[src/rtl/retire_unit_pkg.sv]
// Shared types for the retire stage: ROB entry layout, FSM state, sizing.
package retire_unit_pkg;

   localparam int EXT_COUNT    = 4;
   localparam int EXTCOUNTLOG2 = $clog2(EXT_COUNT);

   typedef struct packed {
      logic [31:0] result_lo;
      logic [4:0]  dest_reg;
      logic        dest_reg_valid;
      logic        is_store;
   } rob_entry_t;

   typedef enum logic {RUN = 1'b0, ST_WAIT = 1'b1} retire_state_t;

   // number of set bits in a slot mask
   function automatic logic [EXTCOUNTLOG2:0] popcnt(input logic [EXT_COUNT-1:0] v);
      logic [EXTCOUNTLOG2:0] n;
      n = '0;
      for (int i = 0; i < EXT_COUNT; i++) n = n + {{EXTCOUNTLOG2{1'b0}}, v[i]};
      return n;
   endfunction

endpackage

[src/rtl/retire_unit_if.sv]
// ROB head extract / consume handshake between the reorder buffer and retire.
interface retire_unit_if;
   import retire_unit_pkg::*;

   rob_entry_t [EXT_COUNT-1:0]  slot_data;
   logic [EXT_COUNT-1:0]        slot_valid;
   logic [EXT_COUNT-1:0]        slot_kill;
   logic                        consume;
   logic [EXTCOUNTLOG2-1:0]     consume_count;

   modport master (output slot_data, slot_valid, slot_kill, input consume, consume_count);
   modport slave  (input slot_data, slot_valid, slot_kill, output consume, consume_count);
endinterface

[src/rtl/retire_select.sv]
// Combinational retire selection: contiguous retirable prefix, its size,
// the non-killed part of it, and per-lane RF write enables with
// same-group WAW suppression (the youngest writer of a register wins).
module retire_select
   import retire_unit_pkg::*;
(
   input  rob_entry_t [EXT_COUNT-1:0] slot_data,
   input  logic [EXT_COUNT-1:0]       slot_valid,
   input  logic [EXT_COUNT-1:0]       slot_kill,
   output logic [EXT_COUNT-1:0]       we_mask,
   output logic [EXTCOUNTLOG2:0]      ret_n,
   output logic [EXTCOUNTLOG2:0]      live_n
);

   logic [EXT_COUNT-1:0] ret_mask;
   logic [EXT_COUNT-1:0] wr;
   logic                 chain;

   // retirable prefix; a live store breaks the chain (it commits via the LSU handshake)
   always_comb begin
      chain    = 1'b1;
      ret_mask = '0;
      for (int i = 0; i < EXT_COUNT; i++) begin
         chain       = chain && slot_valid[i] && !(slot_data[i].is_store && !slot_kill[i]);
         ret_mask[i] = chain;
      end
   end

   // raw writes, then drop any lane overwritten by a younger lane in the same group
   always_comb begin
      wr      = '0;
      we_mask = '0;
      for (int i = 0; i < EXT_COUNT; i++)
         wr[i] = ret_mask[i] && !slot_kill[i] && !slot_data[i].is_store &&
                 slot_data[i].dest_reg_valid && (slot_data[i].dest_reg != 5'd0);
      for (int i = 0; i < EXT_COUNT; i++) begin
         we_mask[i] = wr[i];
         for (int j = i + 1; j < EXT_COUNT; j++)
            if (wr[j] && (slot_data[j].dest_reg == slot_data[i].dest_reg)) we_mask[i] = 1'b0;
      end
   end

   assign ret_n  = popcnt(ret_mask);
   assign live_n = popcnt(ret_mask & ~slot_kill);

endmodule

[src/rtl/retire_unit.sv]
// In-order retire stage below the ROB. Retires the longest completed prefix
// of the head slots each cycle, writes the RF one cycle later, and commits
// live stores one at a time through a req/ack handshake with the LSU.
// Optional build macro RETIRE_PERF_EN adds killed/store-wait/stall counters.
module retire_unit
   import retire_unit_pkg::*;
(
   input  logic                        clock,
   input  logic                        reset_n,
   retire_unit_if.slave                rob,
   input  logic                        hold,
   output logic [EXT_COUNT-1:0]        rf_we,
   output logic [EXT_COUNT-1:0][4:0]   rf_waddr,
   output logic [EXT_COUNT-1:0][31:0]  rf_wdata,
   output logic                        store_commit_req,
   input  logic                        store_commit_ack,
   output logic [31:0]                 retired_count
`ifdef RETIRE_PERF_EN
   ,
   output logic [31:0]                 killed_count,
   output logic [31:0]                 store_wait_cycles,
   output logic [31:0]                 stall_cycles
`endif
);

   retire_state_t          state;
   logic [EXT_COUNT-1:0]   we_mask;
   logic [EXTCOUNTLOG2:0]  ret_n, live_n;
   logic                   run_retire, store_ack, head_store, consume;

   retire_select u_sel (
      .slot_data  (rob.slot_data),
      .slot_valid (rob.slot_valid),
      .slot_kill  (rob.slot_kill),
      .we_mask    (we_mask),
      .ret_n      (ret_n),
      .live_n     (live_n)
   );

   // hold only gates RUN; an outstanding store always finishes on ack
   assign run_retire = (state == RUN) && !hold && (ret_n != '0);
   assign store_ack  = (state == ST_WAIT) && store_commit_req && store_commit_ack;
   assign head_store = rob.slot_valid[0] && !rob.slot_kill[0] && rob.slot_data[0].is_store;
   assign consume    = run_retire || store_ack;

   assign rob.consume       = consume;
   assign rob.consume_count = run_retire ? EXTCOUNTLOG2'(ret_n - 1'b1) : '0;

   // FSM: a live store at the head parks us in ST_WAIT with req raised until ack
   always_ff @(posedge clock or negedge reset_n) begin
      if (!reset_n) begin
         state            <= RUN;
         store_commit_req <= 1'b0;
      end else begin
         case (state)
            RUN: if (!hold && head_store) begin
               state            <= ST_WAIT;
               store_commit_req <= 1'b1;
            end
            ST_WAIT: if (store_ack) begin
               state            <= RUN;
               store_commit_req <= 1'b0;
            end
            default: begin
               state            <= RUN;
               store_commit_req <= 1'b0;
            end
         endcase
      end
   end

   // RF write port: one-cycle pulse per retired group, address/data captured with it
   always_ff @(posedge clock or negedge reset_n) begin
      if (!reset_n) begin
         rf_we    <= '0;
         rf_waddr <= '0;
         rf_wdata <= '0;
      end else begin
         rf_we <= run_retire ? we_mask : '0;
         for (int i = 0; i < EXT_COUNT; i++)
            if (run_retire && we_mask[i]) begin
               rf_waddr[i] <= rob.slot_data[i].dest_reg;
               rf_wdata[i] <= rob.slot_data[i].result_lo;
            end
      end
   end

   // retired instruction count (non-killed only), wraps at 2^32
   always_ff @(posedge clock or negedge reset_n) begin
      if (!reset_n)        retired_count <= '0;
      else if (run_retire) retired_count <= retired_count + 32'(live_n);
      else if (store_ack)  retired_count <= retired_count + 32'd1;
   end

`ifdef RETIRE_PERF_EN
   // performance counters, all free-running and wrapping
   always_ff @(posedge clock or negedge reset_n) begin
      if (!reset_n) begin
         killed_count      <= '0;
         store_wait_cycles <= '0;
         stall_cycles      <= '0;
      end else begin
         if (run_retire)                       killed_count      <= killed_count + 32'(ret_n - live_n);
         if (state == ST_WAIT)                 store_wait_cycles <= store_wait_cycles + 32'd1;
         if (rob.slot_valid[0] && !consume)    stall_cycles      <= stall_cycles + 32'd1;
      end
   end
`endif

endmodule

[src/flat_wrapper.sv]
// flat-port wrapper written by rule: the top's interface ports become plain ports
module retire_unit_flat import retire_unit_pkg::*;
  (clock, reset_n, hold, rf_we, rf_waddr, rf_wdata, store_commit_req, store_commit_ack, retired_count, rob_slot_data, rob_slot_valid, rob_slot_kill, rob_consume, rob_consume_count);
  retire_unit_if rob_i ();
  input  logic clock;
  input  logic reset_n;
  input  logic hold;
  output logic [EXT_COUNT-1:0] rf_we;
  output logic [EXT_COUNT-1:0][4:0] rf_waddr;
  output logic [EXT_COUNT-1:0][31:0] rf_wdata;
  output logic store_commit_req;
  input  logic store_commit_ack;
  output logic [31:0] retired_count;
  input wire logic [$bits(rob_i.slot_data)-1:0] rob_slot_data;
  input wire logic [$bits(rob_i.slot_valid)-1:0] rob_slot_valid;
  input wire logic [$bits(rob_i.slot_kill)-1:0] rob_slot_kill;
  output wire logic [$bits(rob_i.consume)-1:0] rob_consume;
  output wire logic [$bits(rob_i.consume_count)-1:0] rob_consume_count;
  assign rob_i.slot_data = rob_slot_data;
  assign rob_i.slot_valid = rob_slot_valid;
  assign rob_i.slot_kill = rob_slot_kill;
  assign rob_consume = rob_i.consume;
  assign rob_consume_count = rob_i.consume_count;
  retire_unit u_core (.clock(clock), .reset_n(reset_n), .rob(rob_i), .hold(hold), .rf_we(rf_we), .rf_waddr(rf_waddr), .rf_wdata(rf_wdata), .store_commit_req(store_commit_req), .store_commit_ack(store_commit_ack), .retired_count(retired_count));
endmodule
[config.mk]
export PLATFORM = sky130hd
export DESIGN_NAME = retire_unit_flat
export DESIGN_NICKNAME = d
export VERILOG_FILES = /design/src/rtl/retire_unit_pkg.sv /design/src/rtl/retire_unit_if.sv /design/src/rtl/retire_select.sv /design/src/rtl/retire_unit.sv /design/src/flat_wrapper.sv
export SDC_FILE = /design/constraint.sdc
export NUM_CORES = 1
export LEC_CHECK = 0
export ABC_CLOCK_PERIOD_IN_PS = 10300
export CAP_MARGIN = 10
export CORE_AREA = 3 3 137 139
export CTS_CLUSTER_SIZE = 28
export DETAILED_ROUTE_END_ITERATION = 8
export DIE_AREA = 0 0 140 142
export GPL_ROUTABILITY_DRIVEN = 0
export PLACE_DENSITY_LB_ADDON = 0.12
export SKIP_LAST_GASP = 1
export SYNTH_ARGS = -nofsm -noshare
export SYNTH_HDL_FRONTEND = slang
export SYNTH_HIERARCHICAL = 1
export SYNTH_SLANG_ARGS = --single-unit
[constraint.sdc]
create_clock -name clock -period 10.3 [get_ports clock]
set_clock_uncertainty 0.05 [all_clocks]
set_input_delay 1.545 -clock clock [delete_from_list [all_inputs] [get_ports clock]]
set_output_delay 1.545 -clock clock [all_outputs]
set_load 0.02 [all_outputs]
==> results.txt, run 1 <==
Status: finished clean
Initial antenna violation count: 0
Post-Syn Instances: 564
Combinational share of power: 26.2%
Ratio of cells with drive above 1 in the final layout: 15.8%
Clock latency on the worst-skew pair: 0.43 ns
Total GRT Usage: 23.1%
Most frequent cell after synthesis: dfrtp_1
Final Hold Fails: 0
Max cap viols: 0
Setup Buffers After CTS: 0
Core area: 17800 µm²
Setup TNS: 0 ns
Post-synth top area share: 57.7%
Post-synth top flop: dfrtp_1
Port Buffer Count: 355
Post-DP HPWL: 18000 µm
Syn nets: 743
Nets: 1100
Row count: 49
Top cell type by total area after synthesis: dfrtp_1
Commonest cells post-synth: dfrtp_1 (186), mux2_2 (74), mux2_1 (50)
Crit-path max cell delay: 0.72 ns
CP Launch Point: rob_slot_kill[0]
Fin. max-slew vios: 0
Largest net degree at the start of global routing: 120
YS warnings: 6
Die area: 19900 µm²
Vias after detailed routing: 5882
# diodes: 0
Filler instances: 1245
Wire per inst: 19.9 µm
Max Freq: 136 MHz
Pwr dens: 176 nW/µm²
Total CTS buffers: 17
Critical Path RT: 8.71 ns
Crit Path Max Fanout: 15
Synthesized area per cell: 14.3 µm²
Synthesis-stage register bit count: 186
CTS tree: built
First-pass GRT wire length: 35600 µm
Slew of the pin with the lowest slew margin: 1.15 ns
Overflow after GRT: 0
CTS Buffer Depth: 2
Synth cell types: 43
Die height: 142 µm
H-tree Lvls: 4
Drt via density: 5.06
Final setup viols: 0
Sw Share: 27.6%
Multi-input logic area: 3200 µm²
Post-cts sizing count: 0
FF-to-FF Start: u_core/state
Hold Crit Class: reg2reg
Slowest-stage cell, CP: clkdlybuf4s50_1
Initial Util: 45.4%
Cell mode on critical path: ha_1
Fin crit period: 7.38 ns
Mapped Area: 8070 µm²
Die X-Extent: 140 µm
Period utilization: 71.6%
Worst vdd ir: 0.121 mV
Crit start category: input port
Clk slew on worst S/H paths: 0.07 ns
Unrepaired setup endpoints after global routing: false
CP Class: in2out
# IOs: 356
Setup crit end kind: output pin
Leakage: 0.00583 µW
1st-iter DRT viols: 239
Crit path cell chain: clkdlybuf4s50_1 > nor2b_1 > or3_4 > or3_1 > fa_1 > inv_1 > ha_1 > ha_1 > inv_1 > ha_1 > and2b_1 > o21ai_2 > clkdlybuf4s50_1
Clk root buf: clkbuf_16
DRC: 0
Critical Path AT: 5.78 ns
Area Overhead vs Synth: 53.9%
Seq pwr share: 40.5%
Ranking of synthesized cells by area: dfrtp_1 (58%), mux2_2 (10%), mux2_1 (7.0%)
Register area: 4650 µm²
Max_slew headroom: 23.1%
TritonCTS sink count: 186
Worst Hold Launch: u_core/retired_count[31]
Final ANT Viol Nets: 0
P_sw: 603 µW
Hold-fix buffers, CTS: 0
Vias in the first global route: 6299
Post-synth EDFFs: 0
Overall power: 2180 µW
WL final: 23200 µm
P_int: 1580 µW
Asr flop ratio synth: 100%
Sequential area share after synthesis: 57.7%
1st-pass router iterations: 6
Clk pwr share: 33.3%
## worst paths after layout
check	end	slack (ns)	depth (start not counted)
hold reg to reg	u_core/retired_count[31]	0.42	1
min in group asynchronous	u_core/rf_wdata[54]	1.17	1
hold / removal	u_core/retired_count[31]	0.42	1
setup reg to reg	u_core/retired_count[24]	7.62	8
setup / recovery	rob_consume	2.92	13
max in group asynchronous	u_core/rf_wdata[94]	7.60	2
## power groups by stage
stage / clock network [µW] / logic, µW / registers [µW]
global route: 774 / 605 / 896
floorplan: 0 / 146 / 1000
finish: 726 / 572 / 884
detailed placement: 0 / 576 / 896
global placement: 0 / 565 / 890
CTS: 744 / 578 / 884
## placed cells by master (no fill, tap or decap), types with 2 or more instances in the layout
master,synthesis,routed
xnor2_1,31,31
mux2_2,74,74
or4_1,4,4
and4_1,3,3
o21ai_2,2,2
nand4_1,10,10
buf_4,1,2
nand2_1,27,24
nor3_1,9,9
clkbuf_8,0,3
bufinv_16,0,5
mux2_1,50,50
xor2_1,29,29
nor3_2,2,2
a21oi_1,2,2
inv_6,0,3
nand2_2,0,3
ha_1,8,8
nand3_1,16,16
clkdlybuf4s50_1,0,354
and3_1,8,8
and2_1,3,3
nand2b_1,2,2
and2b_1,2,2
dfrtp_1,186,186
or3_1,3,3
inv_1,11,11
nor2_1,18,18
clkbuf_16,0,17
fa_1,3,3
mux2_4,26,26
## flip-flops by register name, indices dropped and copies added (netlist names)
register                 flops
u_core/rf_we                 4
u_core/retired_count        32
u_core/state                 1
u_core/rf_waddr             20
u_core/rf_wdata            128
u_core/store_commit_req      1
## cells by family after synthesis
group,count (synthesis),share of synthesized area [%]
AO/OA/AOI/OAI,11,1.12
AND/OR/NAND/NOR,115,7.81
adder cells (fa/ha/maj),11,1.98
flip-flops,186,57.7
multiplexers,150,22.1
buffers and inverters,31,2.77
XOR/XNOR,60,6.51
## layout make-up
class	count	share of cell area, %
clock buffer	19	3.65
clock inverter	12	1.68
inverter	12	0.363
multi-input combinational	347	25.8
sequential	186	37.5
tap	229	2.31
timing repair buffer	357	28.8
## per-layer routing
layer  track usage (%)  wire, µm  vias up
li1                  -         -     2673
met1              26.4      8790     2907
met2              40.5     11800      274
met3              8.80      2050       28
met4              7.19       493        0
met5                 0         0        -
## metrics by stage
stage	std cells	cell area, µm²	utilization (%)	hold slack (ns)	setup WS (ns)
final	1162	12400	69.9	0.422	2.92
after global routing	1162	12400	69.9	0.430	2.80
after CTS	1162	12400	69.9	0.420	2.94
after detailed placement	1131	11800	66.1	0.416	2.95
after global placement	1131	11800	66.1	0.407	3.08
after floorplan	564	8070	-	0.428	4.36
## worst max-delay path: cells and delay by family
| family | cells | cell delay [ns] |
|---|---|---|
| buffers and inverters | 4 | 1.38 |
| and+or+nand+nor | 4 | 1.21 |
| adders and majority gates | 4 | 1.10 |
| AOI/OAI and AO/OA | 1 | 0.54 |
Note: power is estimated with default switching activity, not from simulation.
==> run 2: changes to the inputs <==
--- a/config.mk
+++ b/config.mk
@@ -5,12 +5,12 @@
 export SDC_FILE = /design/constraint.sdc
 export NUM_CORES = 1
 export LEC_CHECK = 0
-export ABC_CLOCK_PERIOD_IN_PS = 10300
+export ABC_CLOCK_PERIOD_IN_PS = 7100
 export CAP_MARGIN = 10
-export CORE_AREA = 3 3 137 139
+export CORE_AREA = 3 3 131 158
 export CTS_CLUSTER_SIZE = 28
 export DETAILED_ROUTE_END_ITERATION = 8
-export DIE_AREA = 0 0 140 142
+export DIE_AREA = 0 0 134 161
 export GPL_ROUTABILITY_DRIVEN = 0
 export PLACE_DENSITY_LB_ADDON = 0.12
 export SKIP_LAST_GASP = 1
==> constraint.sdc (replaced) <==
create_clock -name clock -period 7.1 [get_ports clock]
set_clock_uncertainty 0.05 [all_clocks]
set_input_delay 1.065 -clock clock [delete_from_list [all_inputs] [get_ports clock]]
set_output_delay 1.065 -clock clock [all_outputs]
set_load 0.02 [all_outputs]
==> run 2 against run 1 <==
Net effect: sequential power is 45% higher; clock power is 33% higher; wire length is 0.28% higher; global-route usage is 1.3 points lower; combinational power is 46% higher; hold slack better by 0.0026 ns; first-iteration DRC count is 5.4% higher; non-clock buffer count stayed put; sequential share of layout area is 0.053 points higher; worst setup slack worse by 1.9 ns; total power is 41% higher; largest cell class unchanged; largest power group unchanged; highest routed layer is now met5.
==> results.txt, run 2 (synthesized netlist as in run 1, its figures left out) <==
Worst r2r path cells: 8 (unchanged)
Wire per inst: 19.4 µm (-2.5%)
Hold Crit Class: reg2reg
H-tree Lvls: 4 (unchanged)
Critical Path AT: 4.96 ns (-0.82 ns)
Max Freq: 165 MHz
1st-pass router iterations: 4 (-2)
Worst setup margin: 1.03 ns (-1.90 ns)
Critical Path RT: 5.98 ns (-2.73 ns)
Flop2flop setup slack: 4.47 ns (-3.15 ns)
Crit path cell chain: clkdlybuf4s50_1 > nand2_1 > or3_4 > or3_1 > fa_1 > inv_1 > ha_1 > ha_1 > inv_1 > ha_1 > and2b_1 > o21ai_2 > buf_4 > clkdlybuf4s50_1
Most common cell after layout, fill and taps aside: clkdlybuf4s50_1
Period utilization: 85.5%
Unrepaired setup endpoints after global routing: false
TritonCTS sink count: 186 (unchanged)
First-pass GRT wire length: 36500 µm (+2.4%)
FF-to-FF Start: u_core/state
Clk slew on worst S/H paths: 0.07 ns (about the same)
Post-DP Area: 11800 µm² (+0.36%)
Clk pwr share: 31.3% (-2.0 points)
Post-DP HPWL: 17600 µm (-1.8%)
Fin crit period: 6.07 ns
Leakage: 0.00580 µW (-0.56%)
Crit-path max cell delay: 0.63 ns (-0.09 ns)
Most flop-heavy register: u_core/rf_wdata
CP Launch Point: rob_slot_valid[0]
Fin. max-slew vios: 0 (unchanged)
Row count: 56 (+14%)
Status: finished clean
Combinational share of power: 27.1% (+0.9 points)
P_int: 2160 µW (+37%)
Setup Buffers After CTS: 0 (unchanged)
Final Instance Area: 12400 µm² (-0.14%)
DRC: 0 (unchanged)
FF-to-FF End: u_core/retired_count[20]
Top flop regs: u_core/rf_wdata x128, u_core/retired_count x32, u_core/rf_waddr x20
Slowest-stage cell, CP: clkdlybuf4s50_1
Max_slew headroom: 26.1% (+3.0 points)
Post-cts sizing count: 0 (unchanged)
Final ANT Viol Nets: 0 (unchanged)
P_sw: 920 µW (+53%)
Clk root buf: clkbuf_16
Port Buffer Count: 355 (unchanged)
CTS Buffer Depth: 2 (unchanged)
WL final: 23200 µm (+0.28%)
Crit start category: input port
Cell mode on critical path: ha_1
Vias after detailed routing: 5845 (-0.63%)
Worst vdd ir: 0.189 mV (+56%)
Crit Path Max Fanout: 15 (unchanged)
Die area: 21600 µm² (+8.5%)
Seq pwr share: 41.6% (+1.1 points)
Die X-Extent: 134 µm (-4.3%)
Nets: 1100 (unchanged)
Vias in the first global route: 6502 (+3.2%)
CTS tree: built
Setup crit end kind: output pin
Initial Util: 41.6% (-3.8 points)
CP Class: in2out
Initial antenna violation count: 1 (+1)
Largest net degree at the start of global routing: 120 (unchanged)
Sw Share: 29.8% (+2.2 points)
Pwr dens: 249 nW/µm² (+42%)
Final setup viols: 0 (unchanged)
Commonest cells after routing, fill and taps aside: clkdlybuf4s50_1 (354), dfrtp_1 (186), mux2_2 (74)
Hold-fix buffers, CTS: 0 (unchanged)
Drt via density: 4.89 (-3.4%)
Area Overhead vs Synth: 53.7%
DP Worst Slack: 1.09 ns (-1.86 ns)
Worst setup path endpoint: rob_consume
# diodes: 0 (unchanged)
Slew of the pin with the lowest slew margin: 1.10 ns (-0.0445 ns)
Setup TNS: 0 ns (unchanged)
Clock latency on the worst-skew pair: 0.43 ns (about the same)
# IOs: 356 (unchanged)
Max reg flops: 128 (unchanged)
Overall power: 3080 µW (+41%)
1st-iter DRT viols: 252 (+5.4%)
Final Hold Fails: 0 (unchanged)
Die height: 161 µm (+13%)
Overflow after GRT: 0 (unchanged)
Total CTS buffers: 17 (unchanged)
Ratio of cells with drive above 1 in the final layout: 16.0% (+0.20 points)
Core area: 19400 µm² (+9.2%)
Max cap viols: 0 (unchanged)
Total GRT Usage: 21.8% (-1.3 points)
==> run 2: changes by cell type in the layout (fill, tap and decap cells not counted), sizes merged <==
cell	delta
bufinv	-4
inv	+4
clkinvlp	+2
clkinv	-1
==> run 2: critical path: cells and delay by family <==
| kind | cells | cell delay [ns] |
|---|---|---|
| AO/OA/AOI/OAI | 1 | 0.16 |
| adder cells (fa/ha/maj) | 4 | 1.12 |
| buffers and inverters | 5 | 1.46 |
| AND/OR/NAND/NOR | 4 | 1.14 |
==> run 2: routing by layer <==
metal	vias up	part of all wire, %	global-route usage [%]
met3	47	7.7	6.73
li1	2666	-	-
met2	244	53	38.8
met1	2886	36	24.4
met5	-	0.082	0
met4	2	3.0	8.28
==> run 2: power groups by stage <==
stage               clock, µW  combinational, µW  sequential [µW]
floorplan                   0                212             1450
global placement            0                824             1290
detailed placement          0                839             1300
CTS                       993                844             1280
global route             1040                884             1300
finish                    965                836             1280
==> run 2: layout make-up <==
type / count / area [µm²]
Fill cell: 1505 / 7010
Multi-Input combinational cell: 347 / 3200
Tap cell: 261 / 327
Clock buffer: 19 / 453
Timing Repair Buffer: 357 / 3570
Sequential cell: 186 / 4650
Clock inverter: 13 / 149
Inverter: 12 / 45.0
==> run 2: worst min path at each step <==
stage / from / endpoint / slack (ns) / cells after the start
after global routing: u_core/retired_count[31] / u_core/retired_count[31] / 0.45 / 1
final: u_core/retired_count[31] / u_core/retired_count[31] / 0.42 / 1
after global placement: u_core/retired_count[31] / u_core/retired_count[31] / 0.42 / 1
after detailed placement: u_core/retired_count[31] / u_core/retired_count[31] / 0.42 / 1
after CTS: u_core/retired_count[31] / u_core/retired_count[31] / 0.43 / 1
after floorplan: u_core/state / u_core/state / 0.43 / 2
==> run 2: through the flow <==
stage | hold slack, ns | utilization (%) | cells
floorplan | 0.428 | - | 564
CTS | 0.430 | 63.9 | 1195
global placement | 0.417 | 60.8 | 1163
detailed placement | 0.418 | 60.8 | 1163
finish | 0.424 | 63.9 | 1195
global route | 0.453 | 63.9 | 1195
==> RTL edit, RTL diff (flow settings as in run 1) <==
Change the package constant `EXT_COUNT` from 4 to 2.
--- a/src/rtl/retire_unit_pkg.sv
+++ b/src/rtl/retire_unit_pkg.sv
@@ -3,3 +3,3 @@
 
-   localparam int EXT_COUNT    = 4;
+   localparam int EXT_COUNT    = 2;
    localparam int EXTCOUNTLOG2 = $clog2(EXT_COUNT);
Ports: changed (7 resized); port bits go from 356 to 197. The function was not compared with the original's and may differ.
==> RTL edit against run 1 <==
Routed wire length decreased by 46%; synthesized area decreased by 41%; non-clock buffer count decreased by 160; power decreased by 43%; combinational power decreased by 42%; sequential cell count decreased by 76; via count decreased by 42%; design area decreased by 41%; first-iteration DRC count decreased by 56%; setup slack improved by 1200 ps; final cell count decreased by 33%; critical path type unchanged; critical endpoint unchanged; highest routed layer unchanged.
==> RTL edit: results (changes against run 1) <==
----------------------------------------------------
[Final layout]
  Filler cell count in the final layout ... 1690 (was 1245)
  Top Registers ... u_core/rf_wdata (64), u_core/retired_count (32), u_core/rf_waddr (10) (was u_core/rf_wdata (128), u_core/retired_count (32), u_core/rf_waddr (20))
  Layout cell share with drive strength beyond 1 ... 20.1% (was 15.8%)
  Area of the multi-input gates ... 1920 um2 (was 3200 um2)

[Power]
  Static leakage ... 3.41 nW (was 5.83 nW)
  Peak ir drop on the vdd network ... 0.0806 mV (was 0.121 mV)
  Internal power consumption ... 872 uW (was 1.58 mW)

[Clock network]
  Number of levels in the clock H-tree ... 3 (was 4)
  Number of CTS-inserted buffers ... 9 (was 17)

[Global routing]
  Total global-route track usage ... 12.8% (was 23.1%)
  Number of global-route vias before repair ... 3663 (was 6299)
  First-pass GRT wire length ... 20.2 mm (was 35.6 mm)
  Largest net degree at the start of global routing ... 68 (was 120)

[Synth]
  Syn Area/Cell ... 13.7 um2 (was 14.3 um2)
  Sequential-to-total area share from yosys stat ... 57.4% (was 57.7%)
  Synthesized-area fraction occupied by xor and xnor cells ... 6.39% (was 6.51%)
  Proportion of synthesized area in mux cells ... 17.4% (was 22.1%)
  Synth Area in Adders ... 1.46% (was 1.98%)
  Fraction of the mapped netlist area in compound gates ... 0.913% (was 1.12%)
  Area share of the largest cell type after synthesis ... 57.4% (was 57.7%)
  Largest cells by area after synthesis ... sky130_fd_sc_hd__dfrtp_1, sky130_fd_sc_hd__mux2_2, sky130_fd_sc_hd__xor2_1 (was sky130_fd_sc_hd__dfrtp_1, sky130_fd_sc_hd__mux2_2, sky130_fd_sc_hd__mux2_1)
  Ranking of synthesized cells by instance count ... sky130_fd_sc_hd__dfrtp_1, sky130_fd_sc_hd__mux2_2, sky130_fd_sc_hd__xor2_1 (was sky130_fd_sc_hd__dfrtp_1, sky130_fd_sc_hd__mux2_2, sky130_fd_sc_hd__mux2_1)

[Drt]
  Number of vias after detailed routing ... 3414 (was 5882)
  Number of vias per cell after detailed routing ... 4.41 (was 5.06)
  First-pass iteration count of the detailed router ... 4 (was 6)
  Initial DRC count ... 104 (was 239)
  Total length of routed wires ... 12.6 mm (was 23.2 mm)

[Placed design]
  Detailed-placement wirelength estimate ... 9.23 mm (was 18.0 mm)
  Cell Area, Placed ... 6960 um2 (was 11800 um2)
  Number of placed instances with taps included ... 759 (was 1131)

[Critical path]
  Cell depth of the worst flop-to-flop path ... 6 (was 8)
  Reg2Reg Setup Slack ... 7460 ps (was 7620 ps)
  Category of cells accounting for the largest share of critical-path delay ... buffers and inverters (unchanged)
  CP max-delay cell ... sky130_fd_sc_hd__o31a_2 (was sky130_fd_sc_hd__clkdlybuf4s50_1)
  Arr. time, crit path ... 4580 ps (was 5780 ps)

[Run status]
  Outcome ... completed (unchanged)

[Timing]
  Worst slew pin tran ... 947 ps (was 1150 ps)

----------------------------------------------------
RTL edit: through the flow:
stage               hold slack (ps)  setup WS (ps)
floorplan                       487           5880
global placement                420           4190
detailed placement              410           4120
CTS                             428           4110
global route                    452           3860
finish                          422           4130
RTL edit: layout make-up:
cell class              instances  area share (%)
repair buffers                197            27.0
clock inverters                 7            1.32
flip-flops and latches        110            37.8
multi-input cells             214            26.4
inverters                       9           0.464
well taps                     229            3.94
clock buffers                   9            3.09
RTL edit: power groups by stage:
stage	logic (mW)	registers (mW)	clock network, mW
3_5_place_dp	0.339	0.534	0
6_report	0.334	0.525	0.376
5_1_grt	0.358	0.535	0.412
3_3_place_gp	0.338	0.532	0
2_1_floorplan	0.0889	0.598	0
4_1_cts	0.340	0.526	0.396
RTL edit: metal layers:
metal | up-vias | GRT usage (%) | share of wire (%)
li1 | 1620 | - | -
met1 | 1660 | 16.2 | 42
met2 | 118 | 20.6 | 48
met3 | 16 | 3.86 | 7.1
met4 | 0 | 5.10 | 1.9
met5 | - | 0 | 0
